[src/rtl/spi_xfer_sequencer.sv]
// spi_xfer_sequencer: TX/RX byte FIFOs feeding a byte-level SPI driver, one start pulse per byte,
// with an enforced idle gap, RX back-pressure and a sticky start-acknowledge timeout.
module spi_xfer_sequencer #(
   parameter int DEPTH = 8,
   parameter int GAP_CYCLES = 2,
   parameter int START_TIMEOUT = 4
) (
   input  logic                     clk,
   input  logic                     rst,
   input  logic                     enable,
   input  logic [7:0]               tx_data,
   input  logic                     tx_valid,
   output logic                     tx_ready,
   output logic [7:0]               rx_data,
   output logic                     rx_valid,
   input  logic                     rx_ready,
   output logic [$clog2(DEPTH):0]   tx_level,
   output logic [$clog2(DEPTH):0]   rx_level,
   output logic                     busy,
   output logic [15:0]              xfer_count,
   output logic                     err,
   input  logic                     err_clr,
   output logic                     drv_start,
   output logic [7:0]               drv_tx_data,
   input  logic                     drv_en,
   input  logic [7:0]               drv_rx_data
);
   localparam int AW = $clog2(DEPTH);
   localparam int LW = AW + 1;
   localparam logic [LW-1:0] FULL = LW'(DEPTH);
   localparam logic [15:0] TO_LIM = 16'(START_TIMEOUT - 2);
   localparam logic [15:0] GAP_LIM = 16'(GAP_CYCLES == 0 ? 0 : GAP_CYCLES - 1);
   typedef enum logic [2:0] {IDLE, START, WAIT_ACK, WAIT_DONE, GAP} state_t;
   state_t state, state_nx;
   logic [7:0] tx_mem [DEPTH];
   logic [7:0] rx_mem [DEPTH];
   logic [AW-1:0] tx_wp, tx_rp, rx_wp, rx_rp;
   logic [15:0] cnt;
   logic [7:0] last_rx;
   logic tx_push, tx_pop, rx_push, rx_pop, launch, timeout;
   assign tx_ready = tx_level != FULL;
   assign rx_valid = rx_level != '0;
   assign rx_data = rx_valid ? rx_mem[rx_rp] : 8'h00;
   assign busy = state != IDLE;
   assign tx_push = tx_valid && tx_ready;
   assign rx_pop = rx_valid && rx_ready;
   // never launch while the driver still holds drv_en (e.g. a late ack after a timeout)
   assign launch = enable && tx_level != '0 && rx_level != FULL && !drv_en;
   always_comb begin
      state_nx = state;
      drv_start = 1'b0;
      tx_pop = 1'b0;
      rx_push = 1'b0;
      timeout = 1'b0;
      case (state)
         IDLE:      state_nx = launch ? START : IDLE;
         START: begin
            drv_start = 1'b1;
            tx_pop = 1'b1;
            state_nx = WAIT_ACK;
         end
         WAIT_ACK: begin
            timeout = !drv_en && cnt == TO_LIM;
            state_nx = drv_en ? WAIT_DONE : timeout ? GAP : WAIT_ACK;
         end
         WAIT_DONE: begin
            rx_push = !drv_en;
            state_nx = drv_en ? WAIT_DONE : GAP;
         end
         GAP:       state_nx = cnt == GAP_LIM ? IDLE : GAP;
         default:   state_nx = IDLE;
      endcase
   end
   always_ff @(posedge clk) begin
      if (tx_push) tx_mem[tx_wp] <= tx_data;
      if (rx_push) rx_mem[rx_wp] <= last_rx;
   end
   always_ff @(posedge clk) begin
      if (rst) begin
         state <= IDLE;
         cnt <= '0;
         tx_wp <= '0;
         tx_rp <= '0;
         rx_wp <= '0;
         rx_rp <= '0;
         tx_level <= '0;
         rx_level <= '0;
         last_rx <= '0;
         drv_tx_data <= '0;
         xfer_count <= '0;
         err <= 1'b0;
      end else begin
         state <= state_nx;
         cnt <= state != state_nx ? 16'd0 : cnt + 16'd1;
         tx_wp <= tx_wp + AW'(tx_push);
         tx_rp <= tx_rp + AW'(tx_pop);
         rx_wp <= rx_wp + AW'(rx_push);
         rx_rp <= rx_rp + AW'(rx_pop);
         tx_level <= tx_level + LW'(tx_push) - LW'(tx_pop);
         rx_level <= rx_level + LW'(rx_push) - LW'(rx_pop);
         last_rx <= drv_en && (state == WAIT_ACK || state == WAIT_DONE) ? drv_rx_data : last_rx;
         // byte is presented together with the start pulse and held until the next launch
         drv_tx_data <= state == IDLE && launch ? tx_mem[tx_rp] : drv_tx_data;
         xfer_count <= xfer_count + 16'(rx_push);
         err <= timeout || (err && !err_clr);
      end
   end
endmodule
[config.mk]
export PLATFORM = sky130hd
export DESIGN_NAME = spi_xfer_sequencer
export DESIGN_NICKNAME = d
export VERILOG_FILES = /design/src/rtl/spi_xfer_sequencer.sv
export SDC_FILE = /design/constraint.sdc
export NUM_CORES = 1
export LEC_CHECK = 0
export CORE_MARGIN = 8
export CORE_UTILIZATION = 60
export CTS_CLUSTER_SIZE = 8
export DETAILED_ROUTE_END_ITERATION = 16
export GPL_TIMING_DRIVEN = 1
export PLACE_DENSITY = 0.82
export SYNTH_ARGS = -nofsm -noshare
export SYNTH_HDL_FRONTEND = slang
export SYNTH_SLANG_ARGS = --single-unit
[constraint.sdc]
create_clock -name clk -period 5.55 [get_ports clk]
set_clock_uncertainty 0.15 [all_clocks]
set_input_delay 1.11 -clock clk [delete_from_list [all_inputs] [get_ports clk]]
set_output_delay 1.11 -clock clk [all_outputs]
set_load 0.03 [all_outputs]
# == Word-level counts from Yosys, hierarchy flattened ==
# Memories as Yosys holds them, arrays and structs flattened. A register that Yosys moved wholly into a read port is not among the register bits.
# Cells that the tools add are included.
# totals
mem_count,2
ff_bits,64
ramBits,128
elab_cells,65
# mem_list
name,words,word_bits,rd,rd_clocked_by_memory_dff,wr,line_no,source
rx_mem,8,8,1,1,1,36,logic [7:0] rx_mem [DEPTH];
tx_mem,8,8,1,1,1,35,logic [7:0] tx_mem [DEPTH];
# op_classes
muxes,15
n_eq_ne,9
n_addsub,10
n_reduce_logical,18
# op_table
cell,n
$add A16 B1 Y16,1
$add A16 B1 Y16 const B,1
$eq A16 B1 Y1 const B,1
$eq A16 B2 Y1 const B,1
$mux W3,5
$pmux W3 S5,1
$add A3 B1 Y3,4
$logic_and A1 B1 Y1,9
$add A4 B1 Y4,2
$mux W1,8
$mux W8,1
$ne A4 B4 Y1 const B,2
$reduce_bool A4 Y1,2
$sub A4 B1 Y4,2
$eq A3 B2 Y1 const B,2
$eq A3 B1 Y1 const B,1
$eq A3 B3 Y1 const B,1
$logic_not A3 Y1,1
$ne A3 B3 Y1,1
$reduce_bool A3 Y1,1
$logic_not A1 Y1,2
$logic_or A1 B1 Y1,2
$reduce_or A2 Y1,1

# == Longest topological paths before layout ==
# Gate-level depths: netlist of run 1.
# logic_depth
depth_word,8
ltp_mapped,11
depth_no_buf,11

# == Worst setup path before layout of run 1 ==
# OpenSTA, ideal clock, no wires.
# synth_path
kind,in2reg
from,input port drv_en
to,register xfer_count[13]
setup_ns,0.121
cell_stages,6
t_arrival_ns,2.778
path_slack_ns,2.501
path_cell_list,nor3b_1 ha_1 nand2_1 nor4_1 nand3_1 mux2_2
# synth_via
elab_chain_cells,3
# synth_lines
item,line_no,source
start: declaration,25,"input logic drv_en,"
$logic_not A1 Y1,67,rx_push = !drv_en;
$mux W1,55,case (state)
$add A16 B1 Y16,104,xfer_count <= xfer_count + 16'(rx_push);
end signal: assignment,104,
end: declaration,20,"output logic [15:0] xfer_count,"
# Every way passes these cells.
# A chain may end at the register's enable or synchronous reset.

==> results.txt, run 1 <==
The starting density of the core is 60.3%. sky130_fd_sc_hd__edfxtp_1 takes more of the synthesized area than any other cell. The vias after detailed routing is 4815. The number of hold-slack violations in the final timing report came out at 0. The routability-driven placement congestion ratio came out at 0.845. The worst setup path is launched from a register.

The count of routing violations after the opening detailed-route iteration is 266. The final layout net count is 690. The area growth from synthesis to layout came out at 17.1%. The reported net switching power came out at 1.14 mW.

At the worst endpoint, the required time is 4.29 ns. In this run the tightest slew margin relative to its limit is 15.6%. Clock latency on the worst-skew pair, taken at its later pin, is 0.43 ns. The H-tree was split into 4 levels.

The sequential cell fraction of total power came out at 45.6%. The post-cts gate resize count is 0. The number of failing setup endpoints in the final timing report came out at 0. The initial antenna violation count is 0.

The die area came out at 17700 um^2. The die boundary width came out at 133 um. Summed over all cells, the static leakage comes to 3.19 nW.

The critical path starts at rx_rp[0]. The post-CTS repair timing setup buffer count came out at 0. Setup repair after global routing left no endpoint under its margin.

The sum of negative setup slack is 0 ns. The largest fanout of any net on the critical path is 17. The worst hold path begins at err. Counting instances in the post-synthesis netlist gives the leading cell types as sky130_fd_sc_hd__edfxtp_1, sky130_fd_sc_hd__dfxtp_1, sky130_fd_sc_hd__nor2_1, sky130_fd_sc_hd__mux4_2, sky130_fd_sc_hd__inv_1.

The tree is rooted in a sky130_fd_sc_hd__clkbuf_16. During synthesis, Yosys emitted a total of 0 warnings. The number of nets in the synthesized netlist is 627.

The ratio of final minimum period to clock period is 77.3%. The number of global-route vias before repair is 4932. After layout, the design draws a total of 3.94 mW. The via-per-instance ratio is 5.78. The critical path is of the register to output pin type. The total count of max-transition violations in the final report came out at 0.

The worst endpoint data arrival time came out at 3.03 ns. The remaining global-route overflow is 0. The final antenna diode count is 0. The smallest setup slack after layout is 1.26 ns. The unique cell type count in the Yosys netlist came out at 44. The residual DRC count is 0. The internal power of the cells is 2.80 mW. The largest buffer count on any clock path came out at 2.

STA classifies the critical path endpoint as an output pin. In the synthesized netlist the async set-or-reset flop fraction comes to 0%. TritonCTS created 17 clock buffers.

The number of ports placed on the die boundary is 68. The share of the Yosys chip area taken by registers is 64.2%. The startpoint of the worst-slack reg-to-reg timing path is state[1].

The transition time of the tightest slew-check pin came out at 1.26 ns. The number of synthesized register bits is 200. After synthesis, the cell types taking the most area are sky130_fd_sc_hd__edfxtp_1, sky130_fd_sc_hd__dfxtp_1, sky130_fd_sc_hd__mux4_2, sky130_fd_sc_hd__ha_1, sky130_fd_sc_hd__nor2_1. The reported max-cap violation count came out at 0. The number of routed nets with antenna violations is 0.

In this run the cell area of the synthesized design comes to 8240 um^2. The prevailing post-synth register cell is sky130_fd_sc_hd__edfxtp_1. The count of hold-fix buffers inserted at cts came out at 0. The first-pass GRT wire length came out at 26.0 mm.

Measured along the y axis, the die boundary spans 133 um. The HPWL after detailed placement is 10.9 mm. The maximum achievable frequency is 233 MHz. TritonCTS built the clock tree. The net switching fraction of the power is 28.9%. After detailed routing, the average wire length per cell comes to 19.5 um.

The floorplan has 43 rows. The worst hold path belongs to the class register to register. The minimum period implied by the final worst setup slack came out at 4.29 ns. The combinational cell fraction of total power came out at 22.1%. The flow ran to the end, and the final reports show no timing, DRC or antenna violations.

Entering global routing, the biggest net connects 60 pins. The number of clock sinks came out at 200. In the global route stage, overall resource usage came out at 18.9%. The worst setup slack after placement came out at 1.23 ns. The clock network accounts for 32.3% of the total power. Counting every instance in the synthesized netlist gives 577. The overall routed net length came out at 16.3 mm. Fill cells in the final layout number 897. The average cell area after synthesis came out at 14.3 um^2. IR analysis of the VDD net gives a maximum drop of 0.229 mV. The share of layout cells above drive strength 1 is 12.9%. Yosys mapped a number of flops with a built-in enable equal to 128. The area of the core came out at 13700 um^2. For this run, the detailed router's first-pass iteration total came to 5. The clock-pin slew on the worst setup and hold paths is 0.07 ns. The most common cell in the synthesized netlist is sky130_fd_sc_hd__edfxtp_1.

The total power per unit cell area is 409 nW/um^2. The count of buffers added on input and output ports is 67. In this run the biggest area consumer among cell types represents 46.7% of the synthesized area.
==> layout make-up <==
type	instances	area, um^2	area share [%]
clock buffer	20	467	4.84
clock inverter	12	154	1.60
inverter	26	97.6	1.01
timing repair buffer	69	681	7.06
sequential	200	5290	54.8
tap	180	225	2.34
multi-input combinational	326	2730	28.4
==> through the flow <==
stage               area (um^2)  instances  util [%]  hold WS, ns
finish                     9640        833      70.6        0.321
global route               9640        833      70.6        0.385
CTS                        9640        833      70.6        0.325
detailed placement         9020        801      66.0        0.314
global placement           9020        801      66.0        0.306
floorplan                  8240        577         -        0.307
==> final timing paths <==
| path | cells after the start | endpoint | slack (ns) |
|---|---|---|---|
| worst max-delay path | 4 | rx_data[2] | 1.26 |
| worst min-delay path | 2 | err | 0.32 |
| worst max register to register | 7 | xfer_count[13] | 1.92 |
| worst min register to register | 2 | err | 0.32 |
==> layer usage <==
layer	global-route usage (%)	vias to the layer above	wire (um)
met5	0	-	0
met4	7.11	0	235
met3	3.69	23	564
met1	21.4	2406	6450
li1	-	2267	-
met2	34.7	119	9020
==> worst max-delay path: stages, from the launching register on <==
cell and delay [ns]:
sky130_fd_sc_hd__dfxtp_1 1.06, sky130_fd_sc_hd__mux4_2 0.64, sky130_fd_sc_hd__mux2i_1 0.21, sky130_fd_sc_hd__nor2_1 0.06
sky130_fd_sc_hd__clkdlybuf4s50_1 0.63
==> power groups by stage <==
stage	combinational [mW]	sequential, mW	clock (mW)
global route	0.946	1.82	1.34
global placement	0.844	1.82	0
floorplan	0.571	1.83	0
finish	0.870	1.80	1.27
detailed placement	0.872	1.83	0
CTS	0.884	1.80	1.29
==> layout by cell type, fill, tap and decap left out, types with 4 or more instances in the layout <==
cell,instances
sky130_fd_sc_hd__nand2b_1,6
sky130_fd_sc_hd__nor3_2,10
sky130_fd_sc_hd__nor4_1,8
sky130_fd_sc_hd__xor2_1,11
sky130_fd_sc_hd__nand3_1,19
sky130_fd_sc_hd__inv_1,26
sky130_fd_sc_hd__nor2_1,57
sky130_fd_sc_hd__clkbuf_16,17
sky130_fd_sc_hd__a211oi_1,11
sky130_fd_sc_hd__nor2b_1,15
sky130_fd_sc_hd__edfxtp_1,128
sky130_fd_sc_hd__and4_1,5
sky130_fd_sc_hd__clkdlybuf4s50_1,66
sky130_fd_sc_hd__ha_1,25
sky130_fd_sc_hd__nand4_1,12
sky130_fd_sc_hd__mux2i_1,16
sky130_fd_sc_hd__inv_6,4
sky130_fd_sc_hd__nand2_1,21
sky130_fd_sc_hd__nor3_1,14
sky130_fd_sc_hd__xnor2_1,20
sky130_fd_sc_hd__a21oi_1,15
sky130_fd_sc_hd__dfxtp_1,72
sky130_fd_sc_hd__nor3b_1,4
sky130_fd_sc_hd__mux4_2,32
==> cells by family (layout without fill, tap and decap cells) <==
logic type	Yosys count	count (layout)	share of synthesized area, %
adders and majority gates	27	27	4.28
muxes	49	49	10.8
buffers and inverters	51	127	2.66
and+or+nand+nor	182	182	11.7
xor gates and xnor gates	31	31	3.30
DFF	200	200	64.2
AOI/OAI and AO/OA	37	37	3.05
==> flip-flops by register name, indices dropped and copies added, names as in the netlist <==
signal       count
cnt             16
rx_wp            3
last_rx          8
drv_tx_data      8
err              1
tx_rp            3
tx_mem          64
rx_level         4
rx_mem          64
state            3
rx_rp            3
tx_level         4
xfer_count      16
tx_wp            3
No activity file was read; power rests on OpenSTA's default activity.
==> inputs of run 2 (changes only) <==
--- a/config.mk
+++ b/config.mk
@@ -6,11 +6,11 @@
 export NUM_CORES = 1
 export LEC_CHECK = 0
 export CORE_MARGIN = 8
-export CORE_UTILIZATION = 60
+export CORE_UTILIZATION = 58
 export CTS_CLUSTER_SIZE = 8
 export DETAILED_ROUTE_END_ITERATION = 16
 export GPL_TIMING_DRIVEN = 1
-export PLACE_DENSITY = 0.82
+export PLACE_DENSITY = 0.8
 export SYNTH_ARGS = -nofsm -noshare
 export SYNTH_HDL_FRONTEND = slang
 export SYNTH_SLANG_ARGS = --single-unit
==> constraint.sdc (replaced) <==
create_clock -name clk -period 4.05 [get_ports clk]
set_clock_uncertainty 0.15 [all_clocks]
set_input_delay 0.81 -clock clk [delete_from_list [all_inputs] [get_ports clk]]
set_output_delay 0.81 -clock clk [all_outputs]
set_load 0.03 [all_outputs]
==> run 2 against run 1 <==
Design area is 0.35% higher. Setup slack got worse by 0.83 ns. Hold slack better by 0.0038 ns. Global-route usage down 0.75 points. Critical endpoint is now rx_data[0]. Highest routed layer unchanged.
==> results.txt, run 2 (synthesized netlist as in run 1, its figures left out) <==
The maximum achievable frequency came out at 276 MHz. The overall routed net length is 15.6 mm (was 16.3 mm). The worst flop-to-flop path endpoint is rx_level[2] (was xfer_count[13]).

The startpoint of the worst-slack reg-to-reg timing path is rx_level[2] (was state[1]). The die area came out at 18300 um^2 (was 17700 um^2). The die boundary width is 135 um (was 133 um). The total power per unit cell area came to 552 nW/um^2 (was 409 nW/um^2). The post-route cell area is 9680 um^2 (was 9640 um^2). Run status: finished, final reports clean (unchanged). The y dimension of the die came out at 135 um (was 133 um). The area of the core was 13900 um^2 (was 13700 um^2). The HPWL after detailed placement came out at 10.7 mm (was 10.9 mm). The routed wirelength normalized by instance count is 18.5 um (was 19.5 um). The number of port buffers came out at 67 (unchanged). The sum of negative setup slack is 0 ns (unchanged). The worst endpoint data arrival time came to 2.66 ns (was 3.03 ns). The largest buffer count on any clock path came out at 2 (unchanged). The total routing usage reported by global routing is 18.2% (was 18.9%).

The routability-driven placement congestion ratio came out at 0.833 (was 0.845). The worst voltage drop across the vdd grid was 0.317 mV (was 0.229 mV). The worst-case reg-to-reg path depth is 11 (was 7). Biggest registers after layout: rx_mem: 64 flops, tx_mem: 64 flops (unchanged). The number of hold-slack violations in the final timing report came to 0 (unchanged).

The area growth from synthesis to layout is 17.5% (was 17.1%). The number of buffers created by CTS is 17 (unchanged). The sort of element at the end of the critical path is an output pin (unchanged). The minimum period implied by the final worst setup slack is 3.62 ns. The number of cells on the worst hold path came to 2 (unchanged).

In the finished design, the share of the clock period the worst path needs comes to 89.5%. The row count came to 43 (unchanged). The critical path class was register to output pin (unchanged). The clock tree from TritonCTS is yes (unchanged). The share of layout cells above drive strength 1 is 13.9% (was 12.9%). The number of global-route vias before repair came to 4890 (was 4932).

The root buffer cell is sky130_fd_sc_hd__clkbuf_16 (unchanged). The number of clock sinks came out at 200 (unchanged). The total number of H-tree levels was 4 (unchanged). The starting density of the core is 59.3% (was 60.3%). The worst min-delay path category was register to register (unchanged).

The worst-skew pair later-pin latency came out at 0.44 ns (was 0.43 ns). The via-per-instance ratio came out at 5.69 (was 5.78). The final layout net count was 698 (was 690). The placed cell area is 9080 um^2 (was 9020 um^2). The remaining global-route overflow is 0 (unchanged).

The vias after detailed routing came out at 4784 (was 4815). The relative slew slack is 22.1% (was 15.6%). Cells along the critical path: inv_1, ha_1, nor3b_1, nor2_1, clkdlybuf4s50_1 (was mux4_2, mux2i_1, nor2_1, clkdlybuf4s50_1). The hold path endpoint is err (unchanged). The number of routed nets with antenna violations is 0 (unchanged). RSZ-0062 raised after global routing: no (unchanged). The static leakage power came out at 3.21 nW (was 3.19 nW). The first-pass GRT wire length came out at 25.6 mm (was 26.0 mm). The reported max-cap violation count is 0 (unchanged). The first-pass iteration count of the detailed router came out at 5 (unchanged). The kind of launch point of the worst setup path is a register (unchanged). The final antenna diode count came out at 0 (unchanged).

Leading cell types in the layout, fill and taps excluded: sky130_fd_sc_hd__edfxtp_1, sky130_fd_sc_hd__dfxtp_1, sky130_fd_sc_hd__clkdlybuf4s50_1, sky130_fd_sc_hd__nor2_1, sky130_fd_sc_hd__mux4_2 (unchanged). The largest fanout of any net on the critical path was 10 (was 17). The startpoint of the worst hold path is err (unchanged). The count of routing violations after the opening detailed-route iteration came to 408 (was 266). The worst-case register-to-register setup slack came out at 1.00 ns (was 1.92 ns). The required time of the worst setup path came out at 3.09 ns (was 4.29 ns). The post-cts gate resize count came out at 0 (unchanged). The count of hold-fix buffers inserted at cts came out at 0 (unchanged). The total count of max-transition violations in the final report is 0 (unchanged). The number of failing setup endpoints in the final timing report is 0 (unchanged). The worst hold margin is 0.325 ns (was 0.321 ns). The commonest non-fill, non-tap cell in the layout is sky130_fd_sc_hd__edfxtp_1 (unchanged). The start point of the critical path is rx_level[2] (was rx_rp[0]). The largest stage delay on the critical path was 0.86 ns (was 1.06 ns). The slowest cell on the critical path is sky130_fd_sc_hd__nor3b_1 (was sky130_fd_sc_hd__dfxtp_1). The number of ports placed on the die boundary is 68 (unchanged).

The clock-pin slew on the worst setup and hold paths is 0.07 ns (about the same). The maximum number of pins on one net before global-route repair was 46 (was 60). The residual DRC count came out at 0 (unchanged). The initial antenna violation count came out at 0 (unchanged). The transition time of the tightest slew-check pin came to 1.17 ns (was 1.26 ns). The post-CTS repair timing setup buffer count is 0 (unchanged).
-- run 2: power breakdown --
group	total, mW	switching, mW	leakage, nW	internal, mW
sequential	2.42	0.129	1.77	2.29
clock	1.68	0.760	0.288	0.923
combinational	1.24	0.664	1.15	0.574
total	5.34	1.55	3.21	3.79
-- run 2: critical path: cells and delay by family, from the launching register on --
family        cells  cell delay, ns
buf+inv           2            0.76
flops             1            0.31
fa+ha+maj         1            0.15
simple gates      2            1.01
-- run 2: worst max path at each step --
stage	slack, ns	end	cells past startpoint
2_1_floorplan	1.26	rx_level[2]	11
3_3_place_gp	0.94	xfer_count[13]	8
3_5_place_dp	0.80	xfer_count[13]	8
4_1_cts	0.34	rx_data[0]	5
5_1_grt	0.18	rx_data[0]	5
6_report	0.43	rx_data[0]	5
-- run 2: metal layers --
layer  global-route usage (%)  wire length, um
met1                     21.2             6390
met2                     31.8             8260
met3                     4.86              689
met4                     6.17              220
met5                        0                0
-- run 2: layout make-up --
class | instances | area [um^2]
clock inverter | 15 | 169
sequential | 200 | 5290
timing repair buffer | 77 | 741
inverter | 26 | 97.6
tap | 180 | 225
fill | 939 | 4200
clock buffer | 17 | 425
multi-input combinational | 326 | 2730
-- run 2: through the flow --
| stage | power (mW) | cells | setup slack, ns | util [%] |
|---|---|---|---|---|
| 2_1_floorplan | 3.29 | 577 | 1.26 | - |
| 3_3_place_gp | 3.66 | 809 | 0.937 | 65.4 |
| 3_5_place_dp | 3.72 | 809 | 0.804 | 65.4 |
| 4_1_cts | 5.39 | 841 | 0.336 | 69.7 |
| 5_1_grt | 5.58 | 841 | 0.181 | 69.7 |
| 6_report | 5.34 | 841 | 0.427 | 69.7 |
==> inputs of run 3 (changes only) <==
--- a/config.mk
+++ b/config.mk
@@ -10,7 +10,8 @@
 export CTS_CLUSTER_SIZE = 8
 export DETAILED_ROUTE_END_ITERATION = 16
 export GPL_TIMING_DRIVEN = 1
-export PLACE_DENSITY = 0.8
+export HOLD_SLACK_MARGIN = 0.05
+export PLACE_DENSITY = 0.86
 export SYNTH_ARGS = -nofsm -noshare
 export SYNTH_HDL_FRONTEND = slang
 export SYNTH_SLANG_ARGS = --single-unit
==> run 3 against run 2 <==
Maximum frequency is 1.5% higher. Sequential cell count stayed put. Wire length is 1.8% higher. Clock power is 6% lower. Design area is 0.52% lower. Die area stayed put. Via count is 1.8% higher. Register-to-register slack worse by 0.11 ns. Final cell count is 0.24% lower. Largest power group unchanged. Sequential power hardly changed.
==> results.txt, run 3 (synthesized netlist as in run 1, its figures left out) <==
The worst-skew pair later-pin latency came out at 0.43 ns (was 0.44 ns). The count of routing violations after the opening detailed-route iteration is 428 (was 408). The total count of max-transition violations in the final report is 0 (unchanged). The total routing usage reported by global routing is 18.3% (was 18.2%).

The row count came to 43 (unchanged). The number of clock sinks came to 200 (unchanged). The first-pass GRT wire length came out at 26.0 mm (was 25.6 mm). The count of hold-fix buffers inserted at cts is 0 (unchanged). The area used by multi-input combinational logic came out at 2730 um^2 (unchanged). The reported net switching power is 1.54 mW (was 1.55 mW). The ratio of final minimum period to clock period came out at 88.2% (was 89.5%).

The initial antenna violation count is 0 (unchanged). The final antenna diode count is 0 (unchanged). The total power per unit cell area is 546 nW/um^2 (was 552 nW/um^2). Biggest registers after layout: rx_mem: 64 flops, tx_mem: 64 flops (unchanged). The final layout net count came out at 697 (was 698). The starting density of the core is 59.3% (unchanged). The y dimension of the die came to 135 um (unchanged). The overall routed net length came out at 15.8 mm (was 15.6 mm). The die area came out at 18300 um^2 (unchanged). The sort of element at the end of the critical path is an output pin (unchanged).

The portion of total power attributed to the clock network came out at 30.1% (was 31.5%). The largest buffer count on any clock path is 2 (unchanged). The share of layout cells above drive strength 1 is 13.4% (was 13.9%).

The routed wirelength normalized by instance count came out at 18.9 um (was 18.5 um). The clock tree from TritonCTS is yes (unchanged). The die boundary width is 135 um (unchanged). The vias after detailed routing is 4869 (was 4784). The family of cells with the greatest summed delay on the critical path is simple AND/OR/NAND/NOR gates (unchanged). The total number of H-tree levels is 4 (unchanged). The remaining global-route overflow is 0 (unchanged). The sum of negative setup slack is 0 ns (unchanged). The commonest non-fill, non-tap cell in the layout was sky130_fd_sc_hd__edfxtp_1 (unchanged). The kind of launch point of the worst setup path is a register (unchanged). The combinational cell fraction of total power came out at 23.9% (was 23.2%). The number of failing setup endpoints in the final timing report is 0 (unchanged). The area of the core is 13900 um^2 (unchanged). The number of filler instances in the final layout is 903 (was 939). The worst voltage drop across the vdd grid came out at 0.369 mV (was 0.317 mV).

The residual DRC count is 0 (unchanged). The number of global-route vias before repair came to 5041 (was 4890). Leading cell types in the layout, fill and taps excluded: sky130_fd_sc_hd__edfxtp_1, sky130_fd_sc_hd__dfxtp_1, sky130_fd_sc_hd__clkdlybuf4s50_1, sky130_fd_sc_hd__nor2_1, sky130_fd_sc_hd__mux4_2 (unchanged). The first-pass iteration count of the detailed router came out at 6 (was 5). The critical path class is register to output pin (unchanged). The area growth from synthesis to layout is 16.9% (was 17.5%).

The number of routed nets with antenna violations is 0 (unchanged). The internal power of the cells came out at 3.72 mW (was 3.79 mW). The net switching fraction of the power is 29.3% (was 29.1%). The sequential cell area came out at 5290 um^2 (unchanged). The number of buffers created by CTS came out at 17 (unchanged). The static leakage power came out at 3.19 nW (was 3.21 nW).

The root buffer cell is sky130_fd_sc_hd__clkbuf_16 (unchanged). The post-cts gate resize count came out at 0 (unchanged). The largest fanout of any net on the critical path came to 10 (unchanged). The number of port buffers is 67 (unchanged). Cells along the critical path: inv_1, ha_1, nor3b_1, nor2_1, clkdlybuf4s50_1 (unchanged). The transition time of the tightest slew-check pin came out at 1.12 ns (was 1.17 ns).

The worst endpoint data arrival time came to 2.61 ns (was 2.66 ns). The number of ports placed on the die boundary was 68 (unchanged). The HPWL after detailed placement came out at 10.9 mm (was 10.7 mm). The routability-driven placement congestion ratio was 0.861 (was 0.833). The largest stage delay on the critical path came out at 0.86 ns (about the same). The relative slew slack is 25.2% (was 22.1%). The minimum period implied by the final worst setup slack is 3.57 ns (was 3.62 ns). RSZ-0062 raised after global routing: no (unchanged). Run status: finished, final reports clean (unchanged). The total power is 5.26 mW (was 5.34 mW). The number of hold-slack violations in the final timing report is 0 (unchanged). The required time of the worst setup path came to 3.09 ns (about the same).

The reported max-cap violation count is 0 (unchanged). The post-CTS repair timing setup buffer count came out at 0 (unchanged). The via-per-instance ratio is 5.80 (was 5.69). The maximum achievable frequency was 280 MHz (was 276 MHz). The maximum number of pins on one net before global-route repair came out at 41 (was 46).

The clock-pin slew on the worst setup and hold paths is 0.07 ns (about the same). The sequential cell fraction of total power is 46.0% (was 45.3%). The combined buffer and inverter count along the critical path was 2 (unchanged). The worst min-delay path category is register to register (unchanged).

The slowest cell on the critical path was sky130_fd_sc_hd__nor3b_1 (unchanged).
-- run 3: worst paths after layout --
path                                  start     endpoint  slack, ns  depth (start not counted)
worst max register to register  rx_level[2]  rx_level[2]       0.89                         11
worst max-delay path            rx_level[2]   rx_data[1]       0.48                          5
worst min register to register          err          err       0.34                          2
worst min-delay path                    err          err       0.34                          2
-- run 3: power by group through the flow --
| stage | combinational, mW | clock (mW) | sequential (mW) |
|---|---|---|---|
| detailed placement | 1.25 | 0 | 2.46 |
| finish | 1.26 | 1.58 | 2.42 |
| global route | 1.36 | 1.68 | 2.44 |
| CTS | 1.27 | 1.61 | 2.42 |
| floorplan | 0.783 | 0 | 2.51 |
| global placement | 1.20 | 0 | 2.45 |
-- run 3: cell type report --
cell class | instances | area share (%)
Tap cell | 180 | 2.34
Inverter | 26 | 1.01
Timing Repair Buffer | 76 | 7.62
Multi-Input combinational cell | 326 | 28.4
Clock buffer | 17 | 4.42
Sequential cell | 200 | 54.9
Clock inverter | 14 | 1.31
-- run 3: tightest hold or removal path, stage by stage (launching register included) --
cell and delay (ns):
sky130_fd_sc_hd__dfxtp_1 0.31, sky130_fd_sc_hd__nand2b_1 0.07, sky130_fd_sc_hd__a21oi_1 0.06
-- run 3: metal layers --
metal	share of wire [%]	wire length (um)	track usage, %
met5	0	0	0
met4	1.5	232	7.53
met3	4.1	656	3.41
met2	56	8810	33.0
met1	39	6140	20.9
-- run 3: per-stage QoR --
stage / area, um^2 / std cells / hold slack (ns) / utilization (%) / setup slack (ns)
after floorplan: 8240 / 577 / 0.307 / - / 1.26
after CTS: 9630 / 839 / 0.342 / 69.4 / 0.400
after global routing: 9630 / 839 / 0.363 / 69.4 / 0.280
after detailed placement: 9070 / 808 / 0.332 / 65.4 / 0.487
final: 9630 / 839 / 0.338 / 69.4 / 0.479
after global placement: 9070 / 808 / 0.313 / 65.4 / 0.652
